==> src/rtl/pc_gen_unit_pkg.sv <==
// Shared types and helpers for the fetch-stage PC generator: FSM states,
// default vectors and target alignment.
package pc_pkg;

    typedef enum logic [1:0] {
        BOOT = 2'd0,
        RUN  = 2'd1,
        PEND = 2'd2
    } pc_state_e;

    localparam int          XLEN_DEF      = 32;
    localparam int          PC_MAX_W      = 64;
    localparam logic [31:0] RESET_VEC_DEF = 32'h0040_0000;
    localparam logic [31:0] EXC_VEC_DEF   = 32'h0040_0004;

    typedef struct packed {
        logic [PC_MAX_W-1:0] pc;
        logic                mis;
    } align_t;

    // Clears the low lsb bits of target and reports whether any were set.
    function automatic align_t align_pc(input logic [PC_MAX_W-1:0] target,
                                        input int unsigned lsb);
        logic [PC_MAX_W-1:0] mask;
        align_t              res;
        mask    = (PC_MAX_W'(1) << lsb) - PC_MAX_W'(1);
        res.pc  = target & ~mask;
        res.mis = |(target & mask);
        return res;
    endfunction

endpackage

==> src/rtl/pc_gen_unit_if.sv <==
// Fetch handshake between the PC generator (master) and instruction memory (slave).
interface pc_fetch_if
    import pc_pkg::*;
#(
    parameter int XLEN = XLEN_DEF
);
    logic            fetch_valid_o;
    logic [XLEN-1:0] fetch_pc_o;
    logic            fetch_ready_i;

    modport master (output fetch_valid_o, output fetch_pc_o, input fetch_ready_i);
    modport slave  (input fetch_valid_o, input fetch_pc_o, output fetch_ready_i);
endinterface

==> src/rtl/pc_gen_unit_pend_buf.sv <==
// Deferred-redirect buffer: holds the raw target of the latest redirect seen under stall.
module pc_pend_buf #(
    parameter int XLEN = 32
) (
    input  logic            clk,
    input  logic            rst,
    input  logic            load,
    input  logic            clr,
    input  logic [XLEN-1:0] target_in,
    output logic [XLEN-1:0] target,
    output logic            valid
);

    always_ff @(posedge clk or posedge rst) begin
        if (rst) begin
            target <= '0;
            valid  <= 1'b0;
        end else if (clr) begin
            valid  <= 1'b0;
        end else if (load) begin
            target <= target_in;
            valid  <= 1'b1;
        end
    end

endmodule

==> src/rtl/pc_gen_unit.sv <==
// Fetch-stage program-counter generator with stall-deferred redirects.
// Optional exception entry/return is enabled by defining PC_EXC_EN.
module pc_gen_unit
    import pc_pkg::*;
#(
    parameter int              XLEN      = 32,
    parameter logic [XLEN-1:0] RESET_VEC = XLEN'(RESET_VEC_DEF),
    parameter logic [XLEN-1:0] EXC_VEC   = XLEN'(EXC_VEC_DEF),
    parameter int              INC       = 4
) (
    input  logic              clk,
    input  logic              rst,
    input  logic              stall_i,
    input  logic              redir_valid_i,
    input  logic [XLEN-1:0]   redir_pc_i,
    input  logic              exc_i,
    input  logic              eret_i,
    pc_fetch_if.master        fetch,
    output logic              redir_pend_o,
    output logic              align_err_o,
    output logic [XLEN-1:0]   epc_o
);

    localparam int unsigned INC_LSB = $clog2(INC);

    pc_state_e       state, state_nxt;
    logic [XLEN-1:0] pc, pc_nxt;
    logic            align_nxt;
    logic            buf_load, buf_clr, buf_valid;
    logic [XLEN-1:0] buf_target;
    align_t          redir_al, buf_al;

    pc_pend_buf #(.XLEN(XLEN)) u_pend_buf (
        .clk       (clk),
        .rst       (rst),
        .load      (buf_load),
        .clr       (buf_clr),
        .target_in (redir_pc_i),
        .target    (buf_target),
        .valid     (buf_valid)
    );

    assign fetch.fetch_pc_o    = pc;
    assign fetch.fetch_valid_o = (state != BOOT);
    assign redir_pend_o        = buf_valid;

`ifdef PC_EXC_EN
    logic [XLEN-1:0] epc_nxt;
`else
    logic exc_unused;
    assign exc_unused = exc_i | eret_i;
`endif

    always_comb begin
        state_nxt = state;
        pc_nxt    = pc;
        align_nxt = 1'b0;
        buf_load  = 1'b0;
        buf_clr   = 1'b0;
`ifdef PC_EXC_EN
        epc_nxt   = epc_o;
`endif
        redir_al  = align_pc(PC_MAX_W'(redir_pc_i), INC_LSB);
        buf_al    = align_pc(PC_MAX_W'(buf_target), INC_LSB);

        if (state == BOOT) begin
            state_nxt = RUN;
        end else begin
`ifdef PC_EXC_EN
            if (exc_i) begin
                epc_nxt   = pc;
                pc_nxt    = EXC_VEC;
                buf_clr   = 1'b1;
                state_nxt = RUN;
            end else if (eret_i) begin
                // Leaving for RUN, so a stale deferred target must not linger.
                pc_nxt    = epc_o;
                buf_clr   = 1'b1;
                state_nxt = RUN;
            end else
`endif
            if (redir_valid_i && stall_i) begin
                buf_load  = 1'b1;
                state_nxt = PEND;
            end else if (redir_valid_i) begin
                // A fresh redirect supersedes anything buffered.
                pc_nxt    = XLEN'(redir_al.pc);
                align_nxt = redir_al.mis;
                buf_clr   = 1'b1;
                state_nxt = RUN;
            end else if (state == PEND && !stall_i) begin
                pc_nxt    = XLEN'(buf_al.pc);
                align_nxt = buf_al.mis;
                buf_clr   = 1'b1;
                state_nxt = RUN;
            end else if (state == RUN && !stall_i && fetch.fetch_ready_i) begin
                pc_nxt    = pc + XLEN'(INC);
            end
        end
    end

    always_ff @(posedge clk or posedge rst) begin
        if (rst) begin
            state       <= BOOT;
            pc          <= RESET_VEC;
            align_err_o <= 1'b0;
        end else begin
            state       <= state_nxt;
            pc          <= pc_nxt;
            align_err_o <= align_nxt;
        end
    end

`ifdef PC_EXC_EN
    always_ff @(posedge clk or posedge rst) begin
        if (rst) epc_o <= '0;
        else     epc_o <= epc_nxt;
    end
`else
    assign epc_o = '0;
`endif

endmodule

==> src/flat_wrapper.sv <==
// flat-port wrapper written by rule: the top's interface ports become plain ports
module pc_gen_unit_flat import pc_pkg::*;
#(
    parameter int              XLEN      = 32,
    parameter logic [XLEN-1:0] RESET_VEC = XLEN'(RESET_VEC_DEF),
    parameter logic [XLEN-1:0] EXC_VEC   = XLEN'(EXC_VEC_DEF),
    parameter int              INC       = 4
)
  (clk, rst, stall_i, redir_valid_i, redir_pc_i, exc_i, eret_i, redir_pend_o, align_err_o, epc_o, fetch_fetch_valid_o, fetch_fetch_pc_o, fetch_fetch_ready_i);
  pc_fetch_if #(.XLEN(XLEN)) fetch_i ();
  input  logic clk;
  input  logic rst;
  input  logic stall_i;
  input  logic redir_valid_i;
  input  logic [XLEN-1:0] redir_pc_i;
  input  logic exc_i;
  input  logic eret_i;
  output logic redir_pend_o;
  output logic align_err_o;
  output logic [XLEN-1:0] epc_o;
  output wire logic [$bits(fetch_i.fetch_valid_o)-1:0] fetch_fetch_valid_o;
  output wire logic [$bits(fetch_i.fetch_pc_o)-1:0] fetch_fetch_pc_o;
  input wire logic [$bits(fetch_i.fetch_ready_i)-1:0] fetch_fetch_ready_i;
  assign fetch_fetch_valid_o = fetch_i.fetch_valid_o;
  assign fetch_fetch_pc_o = fetch_i.fetch_pc_o;
  assign fetch_i.fetch_ready_i = fetch_fetch_ready_i;
  pc_gen_unit #(.XLEN(XLEN), .RESET_VEC(RESET_VEC), .EXC_VEC(EXC_VEC), .INC(INC)) u_core (.clk(clk), .rst(rst), .stall_i(stall_i), .redir_valid_i(redir_valid_i), .redir_pc_i(redir_pc_i), .exc_i(exc_i), .eret_i(eret_i), .fetch(fetch_i), .redir_pend_o(redir_pend_o), .align_err_o(align_err_o), .epc_o(epc_o));
endmodule
==> config.mk <==
export PLATFORM = sky130hd
export DESIGN_NAME = pc_gen_unit_flat
export DESIGN_NICKNAME = d
export VERILOG_FILES = /design/src/rtl/pc_gen_unit_pkg.sv /design/src/rtl/pc_gen_unit_if.sv /design/src/rtl/pc_gen_unit_pend_buf.sv /design/src/rtl/pc_gen_unit.sv /design/src/flat_wrapper.sv
export SDC_FILE = /design/constraint.sdc
export NUM_CORES = 1
export LEC_CHECK = 0
export BUFFER_PORTS_ARGS = -buffer_cell sky130_fd_sc_hd__buf_2
export CORE_MARGIN = 2
export CORE_UTILIZATION = 49
export CTS_BUF_LIST = sky130_fd_sc_hd__clkbuf_4 sky130_fd_sc_hd__clkbuf_8
export CTS_CLUSTER_SIZE = 8
export DETAILED_ROUTE_END_ITERATION = 8
export PLACE_DENSITY_LB_ADDON = 0.05
export SYNTH_ARGS = -nofsm -noshare
export SYNTH_HDL_FRONTEND = slang
export SYNTH_HIERARCHICAL = 1
export SYNTH_SLANG_ARGS = --single-unit
==> constraint.sdc <==
create_clock -name clk -period 2.5 [get_ports clk]
set_input_delay 0.125 -clock clk [delete_from_list [all_inputs] [get_ports clk]]
set_output_delay 0.125 -clock clk [all_outputs]
set_load 0.01 [all_outputs]
# Yosys cells after proc, flatten, opt, wreduce, memory -nomap -nowiden
# Index checks and enable logic that the tools add are counted.
# op_classes
n_mux	19
bitwise_logic	3
add_sub_neg	1
reduce_logical	14
n_eq_ne	2
# ops
operator	count
$mux W32	3
$add A32 B3 Y32 const B	1
$mux W1	12
$mux W2	4
$logic_and A1 B1 Y1	4
$reduce_bool A2 Y1	2
$reduce_bool A4 Y1	1
$reduce_or A2 Y1	2
$not A1 Y1	3
$reduce_and A3 Y1	1
$reduce_bool A3 Y1	1
$eq A2 B1 Y1 const B	1
$eq A2 B2 Y1 const B	1
$logic_not A2 Y1	1
$reduce_and A2 Y1	1
$logic_not A1 Y1	1
# totals
regBits	68
out_inout_bits	67
wordCells	44
in_bits	39

# Depth between registers and ports, before layout
# Gate-level depths: netlist (run 1).
# depth
word_depth	8
mapped_depth	8
mapped_depth_nobuf	6

# Modules after synthesis
# Netlist (run 1), hierarchy kept.
# by_module_without_submodules
mod	cells_each	seq_area_each_um2	instances	area_per_inst_um2
pc_gen_unit	370	827.0	1	2765.2
pc_pend_buf	73	825.8	1	1395.1

# Least setup slack after synthesis (run 1)
# Ideal clock, no wire load.
# synth_path
kind	input-to-reg
from	input redir_valid_i
to	register u_core.u_pend_buf.target[0]
path_stages	8
setup_ps	125
path_slack_ps	548
arrival_ps	1826
path_cell_list	clkbuf_1 > clkbuf_1 > clkbuf_1 > and3_1 > nor2b_4 > buf_6 > buf_12 > mux2_4
# synth_rtl
item	line_no	source
start: declaration	flat_wrapper.sv:14	input logic redir_valid_i;
$logic_and A1 B1 Y1	pc_gen_unit.sv:82	if (redir_valid_i && stall_i) begin
$mux W1	pc_gen_unit.sv:82	
$mux W1	pc_gen_unit.sv:66	if (state == BOOT) begin
net u_core.buf_load	pc_gen_unit.sv:29	logic buf_load, buf_clr, buf_valid;
$reduce_and A2 Y1 (no line)	-	
end signal: assignment	pc_gen_unit_pend_buf.sv:21	target <= target_in;
end: declaration	pc_gen_unit_pend_buf.sv:10	output logic [XLEN-1:0] target,
# The timed path passes the listed nets, and every way through them passes these cells.
# A chain may end at the register's enable or synchronous reset.

# Worst setup path after layout (run 1)
# layout_path
from	register u_core.pc[2], in the netlist u_core/fetch.fetch_pc_o[2]
to	register u_core.pc[30], in the netlist u_core/fetch.fetch_pc_o[30]
# layout_via
elab_chain_len	4
# layout_lines
item	line_no	source
start: declaration	pc_gen_unit.sv:27	logic [XLEN-1:0] pc, pc_nxt;
start signal: assignment	pc_gen_unit.sv:109	pc <= pc_nxt;
$add A32 B3 Y32	pc_gen_unit.sv:97	pc_nxt = pc + XLEN'(INC);
$mux W32	pc_gen_unit.sv:96	end else if (state == RUN && !stall_i && fetch.fetch_ready_i) begin
$mux W32	pc_gen_unit.sv:91	end else if (state == PEND && !stall_i) begin
$mux W32	pc_gen_unit.sv:85	end else if (redir_valid_i) begin
# No other way between the ends. The select of a mux whose other input is x is not followed.

==> results by group, run 1 <==
Critical path
  – Crit path cell chain: ha_1 > nand3_1 > nor4_1 > buf_4 > nand2_1 > nor4_1 > a211o_1
  – Critical path's top delay family: simple AND/OR/NAND/NOR gates
  – WP data required: 2790 ps
  – Crit path capture type: flop
  – CP max stage cell: dfrtp_1
  – Most used cell along the critical path: nor4_1
  – FF-to-FF End: u_core/fetch.fetch_pc_o[30]
  – CP Max Fanout: 11
  – Internal reg-to-reg setup slack: 370 ps
  – Kind of critical path: flop to flop
  – Crit path from: u_core/fetch.fetch_pc_o[2]
  – Data arrival, critical path: 2420 ps
  – CP bufs+invs: 1
  – Reg2reg start: u_core/fetch.fetch_pc_o[2]
  – CP Launch Type: flop
  – Cells on worst reg2reg path: 7
  – CP max stage delay: 490 ps

Logic synthesis
  – Register area share after synthesis: 0.397
  – Yosys warnings: 6
  – Post-synth cell types: 56
  – Post-synth ARST share: 1.00
  – Cells after Synth: 443
  – Main synth FF type: dfrtp_1
  – Post-Syn Area: 4160 um2
  – #FFs+latches synth: 66
  – Post-synth EDFFs: 0
  – Avg Cell Area, Syn: 9.39 um2

Route
  – DRT Wirelength: 10500 um
  – DRT antenna net count: 0
  – Vias: 3475
  – Drt initial violations: 162
  – Drc violations: 0
  – WL/cell: 16.8 um
  – Vias per cell: 5.59
  – DRT Pass-1 Iters: 4

Flow run
  – Number of max-cap violations: 0

Floorplanning
  – Num rows: 33
  – Ports: 106
  – Die height: 96.1 um
  – Die footprint: 9240 um2
  – Starting density of the core: 0.506
  – Core ar.: 8220 um2
  – Die outline width: 96.1 um

Worst hold path
  – WHS Endpoint: u_core/u_pend_buf/target[3]
  – WHS Path Cells: 2
  – Min-delay src: redir_pc_i[3]
  – Hold Path Class: input pin to flop

Timing
  – Final total negative setup slack: 0 ps
  – Tmin final: 2130 ps
  – Fin crit share: 0.851
  – Actual slew at the worst max-slew pin: 691 ps
  – Final hold violations: 0
  – WHS: 11.8 ps
  – Max Slew Vio Count: 0
  – RSZ-0062 raised after global routing: no
  – Setup Viol. Count Final: 0
  – Clk_skew: 11.0 ps
  – F_max: 470 MHz
  – Setup WS post-layout: 372 ps
  – Max-Slew Margin vs Limit: 0.534

Global route
  – Vias in the first global route: 3292
  – Pin count of the biggest net entering global routing: 34
  – First-pass GRT wire length: 16700 um
  – GRT Total Usage: 0.239
  – Total grt overflow: 0
  – Initial antenna violation count: 0

Clock tree
  – Htree depth: 3
  – CTS root buf: clkbuf_8
  – Post-CTS Resized: 0
  – Clock latency on the worst-skew pair: 360 ps
  – Post-CTS setup buffer count: 0
  – Clk slew on worst S/H paths: 70 ps
  – CTS tree: yes
  – Max clock buf depth: 2
  – Total clock sinks: 66
  – Num CTS Buffers: 9

Power
  – Sequential share of power: 0.457
  – Maximum VDD drop: 494 uV
  – Total power: 3.45 mW
  – Switch Pwr: 1.17 mW
  – Clock share of power: 0.273
  – Sw Share: 0.338
  – Cell Pwr Density: 736 nW/um2
  – Leakage: 2.13 nW
  – Int Power: 2.28 mW
  – Logic gate share of total power: 0.270

Run status
  – Status: finished, final reports clean

Finish
  – Finished Cell Area: 4680 um2
  – Area growth, synth to finish: 12.6%
  – Register Area: 1650 um2
  – Util after Layout: 0.570
  – Post-route insts no fill: 622
  – Layout Nets: 554
  – Multi-input logic area: 2190 um2
  – Share of layout cells above drive strength 1: 0.277
  – Fillers: 800
  – Diodes inserted: 0

Place
  – Placed Area: 4460 um2
  – Place WS: 431 ps
  – Placer congestion estimate: 0.826
  – Hpwl dp: 7040 um
  – I/O Buffers: 69
  – Placed Cells: 605
[what timing repair did]
item,CTS,global route
hold endpoints to repair,67,0
setup endpoints to repair,0,0
hold buffers,3,0
[worst max path at each step]
| stage | to | cells past startpoint |
|---|---|---|
| finish | u_core/fetch.fetch_pc_o[30] | 7 |
| global route | u_core/fetch.fetch_pc_o[30] | 7 |
| CTS | u_core/fetch.fetch_pc_o[30] | 7 |
| detailed placement | u_core/fetch.fetch_pc_o[30] | 7 |
| global placement | u_core/fetch.fetch_pc_o[30] | 7 |
| floorplan | u_core/u_pend_buf/target[0] | 8 |
[placed cells by master, fill, tap and decap left out, drive strengths merged, types with 9 or more instances in the layout]
cell and n:
o21ai 49, buf 84, dfrtp 65, nor2 34, conb 34, clkbuf 12
nand3 15, a31oi 9, xor2 9, mux2 32, nand2 45, a21oi 28
[synthesized netlist by cell type (all sizes together), types with 3 or more instances]
cell	number	area share
dfrtp	65	0.39
o21ai	49	0.059
nand2	45	0.041
buf	44	0.085
nor2	34	0.031
mux2	32	0.11
a21oi	28	0.034
clkbuf	16	0.014
nand3	15	0.019
a31oi	9	0.014
xor2	9	0.019
and3	8	0.012
inv	8	0.0072
nand4	8	0.021
nor3	8	0.0096
nor4	8	0.016
a211oi	7	0.014
nor2b	6	0.011
nor3b	4	0.0084
o211ai	4	0.0072
o22ai	4	0.0060
a41oi	3	0.0063
nand2b	3	0.0045
[cells by family (layout without fill, tap and decap cells)]
group	Yosys count	count (layout)	share of synthesized area
muxes	33	33	0.116
DFF	66	66	0.397
and+or+nand+nor	148	148	0.190
buffers and inverters	68	109	0.107
adders and majority gates	1	1	0.00301
other	1	34	0.000901
AOI/OAI and AO/OA	115	115	0.163
xor gates and xnor gates	11	11	0.0232
[power by group through the flow]
stage	registers, mW	clock network [mW]	logic, mW
after floorplan	1.58	0	0.666
after global placement	1.58	0	0.910
after detailed placement	1.59	0	0.929
after CTS	1.57	0.961	0.939
after global routing	1.62	1.00	1.04
final	1.58	0.942	0.932
[routing by layer]
layer	track usage	wire length, um	part of all wire	vias to the layer above
met3	0.0579	566	0.054	12
met1	0.318	4810	0.46	1698
li1	-	-	-	1652
met2	0.381	4950	0.47	113
met4	0.0798	144	0.014	0
met5	0	0	0	-
[layout make-up]
cell class	count	area share
Timing Repair Buffer	87	0.104
Inverter	8	0.00641
Multi-Input combinational cell	342	0.467
Clock inverter	2	0.00801
Tap cell	105	0.0280
Sequential cell	66	0.353
Clock buffer	12	0.0339
[sequential cells by signal, indices dropped and copies added (netlist names)]
name                      cells
u_core/u_pend_buf/valid       1
u_core/align_err_o            1
u_core/state                  2
u_core/fetch.fetch_pc_o      30
u_core/u_pend_buf/target     32
[worst reg2reg max path: cells and delay by family (launching register included)]
family / cells / cell delay, ps
compound gates: 1 / 140
fa+ha+maj: 1 / 240
buf+inv: 1 / 250
flops: 1 / 490
simple gates: 4 / 950
Power figures use the tool's default switching activity.
==> inputs of run 2 (changes only) <==
- SLEW_MARGIN: unset -> 20
- clock period: 2.5 -> 1.81 ns (I/O delays scaled with it)
==> run 2 against run 1 <==
  * Sequential cell count unchanged
  * Sequential share of layout area decreased by 4.5 points
  * Clock skew decreased by 2.9 ps
  * Utilization increased by 8.6 points
  * Sequential power increased by 34%
  * Maximum frequency increased by 21%
  * Power increased by 41%
  * Clock power increased by 13%
  * Non-clock buffer count increased by 63
  * Via count increased by 5.7%
==> results by group, run 2 (synthesis gave the netlist of run 1 again) <==
Finish
  – Diodes inserted: 0
  – Largest register FFs: 32
  – Area growth, synth to finish: 29.6%
  – Biggest register: u_core/u_pend_buf/target
  – Post-route insts no fill: 685
  – Most common cell after layout, fill and taps aside: buf_2
  – Most frequent cells in the layout: buf_2, dfrtp_1, o21ai_0
  – Finished Cell Area: 5390 um2
  – Share of layout cells above drive strength 1: 0.338
  – Layout Nets: 617

Clock tree
  – Max clock buf depth: 2
  – Clk slew on worst S/H paths: 70 ps
  – CTS root buf: clkbuf_8
  – Num CTS Buffers: 9
  – CTS tree: yes
  – Total clock sinks: 66
  – Clock latency on the worst-skew pair: 340 ps
  – Htree depth: 3

Timing
  – Max-Slew Margin vs Limit: 0.604
  – Max Slew Vio Count: 0
  – Tmin final: 1760 ps
  – RSZ-0062 raised after global routing: yes
  – Setup Viol. Count Final: 0
  – F_max: 567 MHz
  – Final hold violations: 0
  – Clk_skew: 8.11 ps
  – Actual slew at the worst max-slew pin: 593 ps
  – Fin crit share: 0.975
  – Final total negative setup slack: 0 ps

Worst hold path
  – Hold Path Class: input pin to flop

Critical path
  – Crit path capture type: flop
  – CP Max Fanout: 8
  – CP Launch Type: flop
  – Crit path cell chain: buf_6 > nor2_4 > inv_2 > and3_4 > nor2b_4 > buf_12 > clkbuf_16 > mux2_4
  – Data arrival, critical path: 1990 ps
  – CP bufs+invs: 4
  – CP max stage delay: 410 ps
  – WP data required: 2040 ps
  – Kind of critical path: flop to flop
  – CP max stage cell: dfrtp_1
  – Critical path's top delay family: buffers and inverters

Global route
  – Vias in the first global route: 3455
  – Pin count of the biggest net entering global routing: 34
  – Initial antenna violation count: 0
  – Total grt overflow: 0
  – GRT Total Usage: 0.250
  – First-pass GRT wire length: 17600 um

Flow run
  – Number of max-cap violations: 0

Power
  – Switch Pwr: 1.68 mW
  – Maximum VDD drop: 472 uV
  – Leakage: 2.45 nW
  – Clock share of power: 0.218
  – Sequential share of power: 0.435
  – Logic gate share of total power: 0.348
  – Sw Share: 0.346
  – Int Power: 3.18 mW
  – Cell Pwr Density: 901 nW/um2

Place
  – Hpwl dp: 7640 um
  – Placed Cells: 636
  – Placed Area: 4770 um2
  – Placer congestion estimate: 0.880
  – I/O Buffers: 69

Floorplanning
  – Die height: 96.1 um
  – Starting density of the core: 0.506
  – Core ar.: 8220 um2
  – Ports: 106
  – Die outline width: 96.1 um
  – Num rows: 33
  – Die footprint: 9240 um2

Route
  – Drt initial violations: 192
  – DRT Pass-1 Iters: 4
  – Vias: 3673
  – Vias per cell: 5.36
  – WL/cell: 16.5 um
  – Drc violations: 0
  – DRT Wirelength: 11300 um
  – DRT antenna net count: 0

Run status
  – Status: finished, final reports clean
-- run 2: changes by cell type in the layout (fill, tap and decap cells not counted), sizes merged --
cell / delta
clkinv: +3
bufinv: -1
buf: +35
dlygate4sd3: +26
-- run 2: layout make-up --
cell class / instances / area (um2)
Inverter: 8 / 30.0
Clock buffer: 10 / 131
Fill cell: 710 / 2820
Clock inverter: 4 / 22.5
Timing Repair Buffer: 150 / 1160
Multi-Input combinational cell: 342 / 2250
Sequential cell: 66 / 1660
Tap cell: 105 / 131
-- run 2: what timing repair did --
| item | CTS | global route |
|---|---|---|
| gates resized for setup | 1 | 18 |
| buffers inserted | 0 | 4 |
| pin swaps | 0 | 4 |
| gates cloned | 0 | 2 |
| endpoints found under the setup margin | 1 | 49 |
| endpoints found under the hold margin | 73 | 0 |
| hold buffers | 29 | 0 |
-- run 2: worst paths after layout --
check	endpoint	from	slack, ps	cells past startpoint
min in group asynchronous	u_core/u_pend_buf/target[31]	rst	370	3
max in group asynchronous	u_core/u_pend_buf/target[10]	rst	900	4
worst max register to register	u_core/u_pend_buf/target[16]	u_core/state[0]	50	8
worst min-delay path	u_core/u_pend_buf/target[23]	redir_pc_i[23]	20	2
worst max-delay path	u_core/u_pend_buf/target[16]	u_core/state[0]	50	8
worst min register to register	u_core/u_pend_buf/valid	u_core/u_pend_buf/valid	500	2
-- run 2: metal layers --
metal / global-route usage / share of wire / vias to the layer above
li1: - / - / 1778
met1: 0.351 / 0.48 / 1780
met2: 0.403 / 0.47 / 108
met3: 0.0345 / 0.041 / 7
met4: 0.0738 / 0.0065 / 0
met5: 0 / 0 / -
-- run 2: through the flow --
step	hold WS, ps	setup WS [ps]	power [mW]	util
floorplan	218	0.952	3.12	-
global placement	195	36.2	3.65	0.581
detailed placement	208	15.1	3.68	0.581
CTS	5.69	4.73	4.80	0.635
global route	11.4	-3.48	5.19	0.656
finish	22.5	45.3	4.86	0.656
-- run 2: power groups by stage --
stage	combinational (mW)	sequential (mW)	clock, mW
after detailed placement	1.55	2.13	0
after CTS	1.61	2.11	1.09
after global placement	1.53	2.12	0
after floorplan	0.932	2.19	0
after global routing	1.87	2.16	1.16
final	1.69	2.11	1.06
